[src/rtl/uart_tx_scheduler_if.sv]
// uart_tx_scheduler_if: requester bytes, uart_tx handshake and status shared by the scheduler and its environment
interface uart_tx_scheduler_if #(parameter int NUM_REQ = 4);
  logic [NUM_REQ-1:0] req_valid, req_last, req_ready, grant;
  logic [8*NUM_REQ-1:0] req_data;
  logic [7:0] data_to_tx;
  logic start_tx, tx_busy, busy, timeout_err;
  modport master(output req_valid, req_data, req_last, tx_busy, input req_ready, grant, data_to_tx, start_tx, busy, timeout_err);
  modport slave(input req_valid, req_data, req_last, tx_busy, output req_ready, grant, data_to_tx, start_tx, busy, timeout_err);
endinterface

[src/rtl/uart_tx_scheduler.sv]
// uart_tx_scheduler: round-robin message scheduler sharing one uart_tx between NUM_REQ byte-stream requesters
module uart_tx_scheduler #(
  parameter int NUM_REQ = 4,
  parameter bit HEADER_EN = 1'b1,
  parameter logic [5:0] HEADER_TAG = 6'b101010,
  parameter int START_TIMEOUT = 64
) (
  input logic clk,
  input logic reset,
  uart_tx_scheduler_if.slave bus
);
  localparam logic [1:0] IDLE = 2'd0, START = 2'd1, WAIT_LO = 2'd2, FETCH = 2'd3;
  localparam int CW = $clog2(START_TIMEOUT + 1);
  logic [1:0] state, rr_ptr, winner, pick, next_ptr;
  logic [CW-1:0] cnt;
  logic last_flag, found, b_meta, busy_s, take;
  logic [NUM_REQ-1:0] win_oh, pick_oh;
  always_comb begin
    pick = rr_ptr;
    found = 1'b0;
    for (int k = NUM_REQ - 1; k >= 0; k--)
      if (bus.req_valid[(int'(rr_ptr) + k) % NUM_REQ]) begin
        pick = 2'((int'(rr_ptr) + k) % NUM_REQ);
        found = 1'b1;
      end
  end
  assign next_ptr = (int'(winner) == NUM_REQ - 1) ? 2'd0 : winner + 2'd1;
  assign win_oh = NUM_REQ'(1) << winner;
  assign pick_oh = NUM_REQ'(1) << pick;
  assign take = state == IDLE && !busy_s && found;
  assign bus.req_ready = reset ? '0 :
                         (take && !HEADER_EN) ? pick_oh :
                         (state == FETCH && bus.req_valid[winner]) ? win_oh : '0;
  assign bus.busy = state != IDLE;
  always_ff @(posedge clk or posedge reset)
    if (reset) {busy_s, b_meta} <= 2'b00;
    else {busy_s, b_meta} <= {b_meta, bus.tx_busy};
  // start_tx only ever rises on entry to START, so uart_tx cannot re-trigger on a stale request
  always_ff @(posedge clk or posedge reset)
    if (reset) begin
      state <= IDLE;
      rr_ptr <= 2'd0;
      winner <= 2'd0;
      cnt <= '0;
      last_flag <= 1'b0;
      bus.grant <= '0;
      bus.data_to_tx <= 8'd0;
      bus.start_tx <= 1'b0;
      bus.timeout_err <= 1'b0;
    end else begin
      bus.timeout_err <= 1'b0;
      case (state)
        IDLE: if (take) begin
          winner <= pick;
          bus.grant <= pick_oh;
          bus.start_tx <= 1'b1;
          cnt <= '0;
          bus.data_to_tx <= HEADER_EN ? {HEADER_TAG, pick} : bus.req_data[8*int'(pick) +: 8];
          last_flag <= HEADER_EN ? 1'b0 : bus.req_last[pick];
          state <= START;
        end
        START: if (busy_s) begin
          bus.start_tx <= 1'b0;
          cnt <= '0;
          state <= WAIT_LO;
        end else if (cnt == CW'(START_TIMEOUT - 1)) begin
          bus.start_tx <= 1'b0;
          bus.timeout_err <= 1'b1;
          bus.grant <= '0;
          rr_ptr <= next_ptr;
          cnt <= '0;
          state <= IDLE;
        end else cnt <= cnt + 1'b1;
        WAIT_LO: if (!busy_s) begin
          if (last_flag) begin
            rr_ptr <= next_ptr;
            bus.grant <= '0;
            state <= IDLE;
          end else state <= FETCH;
        end
        default: if (bus.req_valid[winner]) begin
          bus.data_to_tx <= bus.req_data[8*int'(winner) +: 8];
          last_flag <= bus.req_last[winner];
          bus.start_tx <= 1'b1;
          state <= START;
        end
      endcase
    end
endmodule

[src/flat_wrapper.sv]
// flat-port wrapper written by rule: the top's interface ports become plain ports
module uart_tx_scheduler_flat 
#(
  parameter int NUM_REQ = 4,
  parameter bit HEADER_EN = 1'b1,
  parameter logic [5:0] HEADER_TAG = 6'b101010,
  parameter int START_TIMEOUT = 64
)
  (clk, reset, bus_req_valid, bus_req_data, bus_req_last, bus_tx_busy, bus_req_ready, bus_grant, bus_data_to_tx, bus_start_tx, bus_busy, bus_timeout_err);
  uart_tx_scheduler_if #(.NUM_REQ(NUM_REQ)) bus_i ();
  input logic clk;
  input logic reset;
  input wire logic [$bits(bus_i.req_valid)-1:0] bus_req_valid;
  input wire logic [$bits(bus_i.req_data)-1:0] bus_req_data;
  input wire logic [$bits(bus_i.req_last)-1:0] bus_req_last;
  input wire logic [$bits(bus_i.tx_busy)-1:0] bus_tx_busy;
  output wire logic [$bits(bus_i.req_ready)-1:0] bus_req_ready;
  output wire logic [$bits(bus_i.grant)-1:0] bus_grant;
  output wire logic [$bits(bus_i.data_to_tx)-1:0] bus_data_to_tx;
  output wire logic [$bits(bus_i.start_tx)-1:0] bus_start_tx;
  output wire logic [$bits(bus_i.busy)-1:0] bus_busy;
  output wire logic [$bits(bus_i.timeout_err)-1:0] bus_timeout_err;
  assign bus_i.req_valid = bus_req_valid;
  assign bus_i.req_data = bus_req_data;
  assign bus_i.req_last = bus_req_last;
  assign bus_i.tx_busy = bus_tx_busy;
  assign bus_req_ready = bus_i.req_ready;
  assign bus_grant = bus_i.grant;
  assign bus_data_to_tx = bus_i.data_to_tx;
  assign bus_start_tx = bus_i.start_tx;
  assign bus_busy = bus_i.busy;
  assign bus_timeout_err = bus_i.timeout_err;
  uart_tx_scheduler #(.NUM_REQ(NUM_REQ), .HEADER_EN(HEADER_EN), .HEADER_TAG(HEADER_TAG), .START_TIMEOUT(START_TIMEOUT)) u_core (.clk(clk), .reset(reset), .bus(bus_i));
endmodule
[config.mk]
export PLATFORM = sky130hd
export DESIGN_NAME = uart_tx_scheduler_flat
export DESIGN_NICKNAME = d
export VERILOG_FILES = /design/src/rtl/uart_tx_scheduler_if.sv /design/src/rtl/uart_tx_scheduler.sv /design/src/flat_wrapper.sv
export SDC_FILE = /design/constraint.sdc
export NUM_CORES = 1
export LEC_CHECK = 0
export CAP_MARGIN = 5
export CORE_UTILIZATION = 40
export DETAILED_ROUTE_END_ITERATION = 8
export PLACE_DENSITY = 0.71
export SKIP_LAST_GASP = 1
export SLEW_MARGIN = 20
export SYNTH_ARGS = -nofsm -noshare
export SYNTH_HDL_FRONTEND = slang
export SYNTH_SLANG_ARGS = --single-unit
[constraint.sdc]
create_clock -name clk -period 6.1 [get_ports clk]
set_clock_uncertainty 0.15 [all_clocks]
set_input_delay 1.22 -clock clk [delete_from_list [all_inputs] [get_ports clk]]
set_output_delay 1.22 -clock clk [all_outputs]
set_load 0.01 [all_outputs]
* Word-level counts from Yosys, hierarchy flattened
Index checks and enable logic that the tools add are counted.
Operators by class: shift operators 3, equality and inequality tests 11, $lt $le $gt $ge 5, reduce and logical (&&, ||, !) cells 23, mux-type cells 62, add/sub/neg operators 5, bitwise operators 5
Operator list (count):
- 32-bit by 6-bit indexed part select with 8-bit output | 1
- 2-bit 2-to-1 mux | 15
- 4-bit 2-to-1 mux | 7
- 1-bit 2-to-1 mux | 22
- 7-bit 2-to-1 mux | 3
- 8-bit 2-to-1 mux | 2
- 8-bit case mux with 2 select lines | 1
- 7-bit case mux with 2 select lines | 1
- 1-bit binary-select mux with 2-bit select | 6
- 3-bit by 4-bit < comparator with 1-bit output (second input constant) | 3
- 4-bit case mux with 3 select lines | 1
- 4-bit AND reduction | 2
- 2-bit nonzero test | 4
- 2-bit OR reduction | 4
- 1-bit by 2-bit left shift with 4-bit output (first input constant) | 2
- 7-bit by 1-bit adder with 7-bit output (second input constant) | 1
- 7-bit by 6-bit == test with 1-bit output (second input constant) | 1
- 2-bit by 3-bit < comparator with 1-bit output (second input constant) | 2
- 2-bit by 1-bit != test with 1-bit output (second input constant) | 3
- 2-bit case mux with 3 select lines | 1
- 6-bit AND reduction | 1
- 3-bit nonzero test | 2
- 5-bit AND reduction | 1
- 2-bit by 1-bit adder with 2-bit output (second input constant) | 2
- 16 further kinds | 26
Word-level totals: bits in registers 30, input port bits 43, output and inout bits 19, logic and storage cells 125

* Depth between registers and ports, before layout
word-level depth 13, depth in mapped cells 7, mapped depth without buffers 6

* Worst setup path after synthesis
No wires, ideal clock.
kind in2out, start input reset, end output bus_req_ready[0], path buffers 0, cell stages on the path 3, arrival 2.332 ns, data required time 4.730 ns, slack 2.398 ns, path through inv_1 and3_1 and2_1
On the way: cells in the longest elaborated chain, start to end 1
RTL lines:
- from (decl) | RTL line flat_wrapper.sv:12 | input logic reset;
- 4-bit 2-to-1 mux | RTL line uart_tx_scheduler.sv:31 | assign bus.req_ready = reset ? '0 :
- to (decl) | RTL line flat_wrapper.sv:17 | output wire logic [$bits(bus_i.req_ready)-1:0] bus_req_ready;
No other way between the ends.

* Final worst setup path
start input bus_req_valid[3], end output bus_req_ready[0]
On the way: cells in the longest elaborated chain, start to end 5
RTL lines:
- from (decl) | RTL line flat_wrapper.sv:13 | input wire logic [$bits(bus_i.req_valid)-1:0] bus_req_valid;
- 1-bit binary-select mux with 2-bit select | RTL line uart_tx_scheduler.sv:33 | (state == FETCH && bus.req_valid[winner]) ? win_oh : '0;
- 1-bit 2-to-1 mux (implied by the code) | RTL line uart_tx_scheduler.sv:33
- 1-bit logical AND | RTL line uart_tx_scheduler.sv:33
- 4-bit 2-to-1 mux | RTL line uart_tx_scheduler.sv:33
- 4-bit 2-to-1 mux | RTL line uart_tx_scheduler.sv:31
No other way between the ends. The select of a mux whose other input is x is not followed.

==> flow_summary.toml <==
[outcome]
outcome = "complete, no violations"

[power_and_ir_drop]
power_report.internal_total_uw = 720
cellLeakagePower_nw = 1.08
power.ir.vdd_worst_uv = 209
combPwrFrac_pct = 54.7
power_frac_clock_pct = 15.6
report.power.total_mw = 1.20
p_sw_uw = 478
seq_power_share_pct = 29.6
power.density_nw_per_um2 = 447
p_sw_share_pct = 39.9

[cts]
clock-root-buffer = "clkbuf_8"
h-tree-depth = 2
clkSinkCount = 30
clk_pin_slew_ns = 0.06
post_cts.repair.setup_buffers = 0
cts_repair_resize_count = 0
clk-insertion-delay-late_ns = 0.28
number_of_cts_inserted_buffers = 5
cts_max_path_buffers = 2
cts_hold_buf = 0
tritoncts = "done"

[placed_design]
place_ws_ns = 1.46
dp.cells = 282
estimated_wirelength_of_the_detail_placed_design_microns = 3310
globalplace.congestion = 0.746
placement.io_buffers = 61

[setup_path]
worstPathRequired_ns = 4.73
critPathCaptureType = "primary output"
critPathMaxFanout = 8
startpoint_kind_of_the_worst_setup_timing_path = "primary input"
cp.arrival_ns = 3.28
kind_of_critical_path = "primary input to primary output"

[floorplan]
die_w_microns = 71.1
initial_utilization_pct = 42.6
die_area_sq_um = 5050
die_h_microns = 71.1
placeable_core_region_sq_um = 4470
floorplan.rows = 24
ios = 62

[run]
cap_viol_max_count = 0

[routing]
drc_errors = 0
vias_per_cell = 5.63
drt_pass1_iterations = 4
detail_route.iter0.violations = 56
routed_wl_microns = 4340
vias = 1632
drt-wirelength-per-cell_microns = 15.0
postRouteAntennaNets = 0

[timing]
worst_pin_slew_ns = 0.778
rsz0062_at_grt = "no"
setup_tns_ns = 0
fmaxAchievable_ghz = 0.215
min_period_over_period_pct = 76.2
final_critical_path_setup_slack_ns = 1.45
slew_viol_final = 0
final_hold_viol_count = 0
slew_headroom_pct = 48.0
finalWorstPathRequiredPeriod_ns = 4.65
finalSetupViolCount = 0

[grt]
gr-total-overflow = 0
track_usage_pct = 17.9
grt_max_degree = 32
first_global_vias = 1546
grt_antenna_before_repair = 0
grt_pass1_wl_microns = 7130

[logic_synthesis]
ys_flop_type = "dfrtp_1"
post_synth_fa_ha_maj_area_fraction_pct = 5.90
synth_top_family_by_area = "compound AO/OA/AOI/OAI gates"
synth_compound_gate_area_share_pct = 20.4
avgSynthCellArea_sq_um = 11.0
number_of_enable_type_register_cells_in_the_synthesized_netlist = 0
synthMostInstantiatedCell = "dfrtp_1"
synth_simple_gate_area_share_pct = 15.0
synth_top_cells_by_area = "dfrtp_1 (39%), mux4_2 (12%), ha_1 (5.9%), nand2_1 (2.8%), o31ai_1 (2.8%)"
syn_inst = 173
synth_common_cells = "dfrtp_1 (30), nand2_1 (14), mux4_2 (10)"
synth_largest_type_area_fraction_pct = 39.3
synth.lib_cells_used.distinct = 43
yosys.area_share.xor_xnor_pct = 0
synth-async-reset-ratio_pct = 100
synth.mux.area_fraction_pct = 16.4
synth_fp_nets = 225
synth_seq_cells = 30
synth_seq_area_share_pct = 39.3
yosysWarnings = 0
netlist_area_sq_um = 1910
largest_area_contributor_in_the_synthesized_netlist = "dfrtp_1"

[final_layout]
area_growth_pct = 40.3
nets = 289
fin_cells = 290
drive_gt1_share_pct = 13.4
layout.filler_cells = 373
insertedDiodeCount = 0
post-route-util_pct = 59.8

[min_path]
min_path_type = "flip-flop to flip-flop"
## layer usage
metal / routed length [microns] / GRT usage, % / vias up / part of all wire [%]
met5: 0 / 0 / - / 0
li1: - / - / 796 / -
met1: 1920 / 22.8 / 787 / 44
met2: 2180 / 30.1 / 45 / 50
met4: 21 / 4.00 / 0 / 0.48
met3: 230 / 5.27 / 4 / 5.3
## path summary, 6_finish.rpt
path	start	end	slack [ns]	cells after the start
min in group asynchronous	reset	u_core.cnt[2]	1.16	3
max in group asynchronous	reset	u_core.bus.grant[3]	4.35	3
hold reg to reg	u_core.b_meta	u_core.busy_s	0.20	0
setup / recovery	bus_req_valid[3]	bus_req_ready[0]	1.45	5
setup reg to reg	u_core.state[0]	u_core.bus.data_to_tx[1]	3.46	6
hold / removal	u_core.b_meta	u_core.busy_s	0.20	0
## through the flow
step,hold WS (ns),cell area [sq um]
global placement,0.191,2570
floorplan,0.181,1910
detailed placement,0.186,2570
CTS,0.199,2680
global route,0.220,2680
finish,0.196,2680
## layout by cell type (no fill, tap or decap), types with 5 or more instances in the layout
master / count
o21ai_0: 8
nand2_1: 14
clkdlybuf4s50_1: 61
and2_1: 5
inv_1: 7
nand2b_1: 5
nor2_1: 6
ha_1: 9
o41ai_1: 6
mux4_2: 10
o31ai_1: 7
clkbuf_8: 8
dfrtp_1: 30
a21oi_1: 7
## registers in the layout, indices dropped and copies added (netlist names)
signal,cells
u_core.state,2
u_core.rr_ptr,2
u_core.busy_s,1
u_core.bus.grant,4
u_core.cnt,7
u_core.bus.timeout_err,1
u_core.b_meta,1
u_core.last_flag,1
u_core.bus.start_tx,1
u_core.winner,2
u_core.bus.data_to_tx,8
## logic make-up after synthesis
| kind of cell | Yosys count |
|---|---|
| compound gates | 51 |
| simple gates | 51 |
| flops | 30 |
| mux | 18 |
| buf+inv | 14 |
| fa+ha+maj | 9 |
## power by group through the flow
stage          Clock (mW)  Combinational (mW)  Sequential (mW)
6_report            0.187               0.655            0.355
5_1_grt             0.200               0.720            0.370
4_1_cts             0.191               0.660            0.356
3_5_place_dp            0               0.658            0.359
3_3_place_gp            0               0.659            0.358
2_1_floorplan           0               0.458            0.338
## layout make-up
type	count	area, sq um	area share, %
clock buffer	8	110	4.11
inverter	9	33.8	1.26
sequential	30	751	28.0
tap	52	65.1	2.43
multi-input combinational	129	1100	41.1
timing repair buffer	62	618	23.1
## worst max-delay path, cell delays in order
cell	delay (ns)
clkdlybuf4s50_1	0.52
mux4_2	0.63
and3_1	0.26
and2_1	0.17
clkdlybuf4s50_1	0.48
No activity file was read; power rests on OpenSTA's default activity.
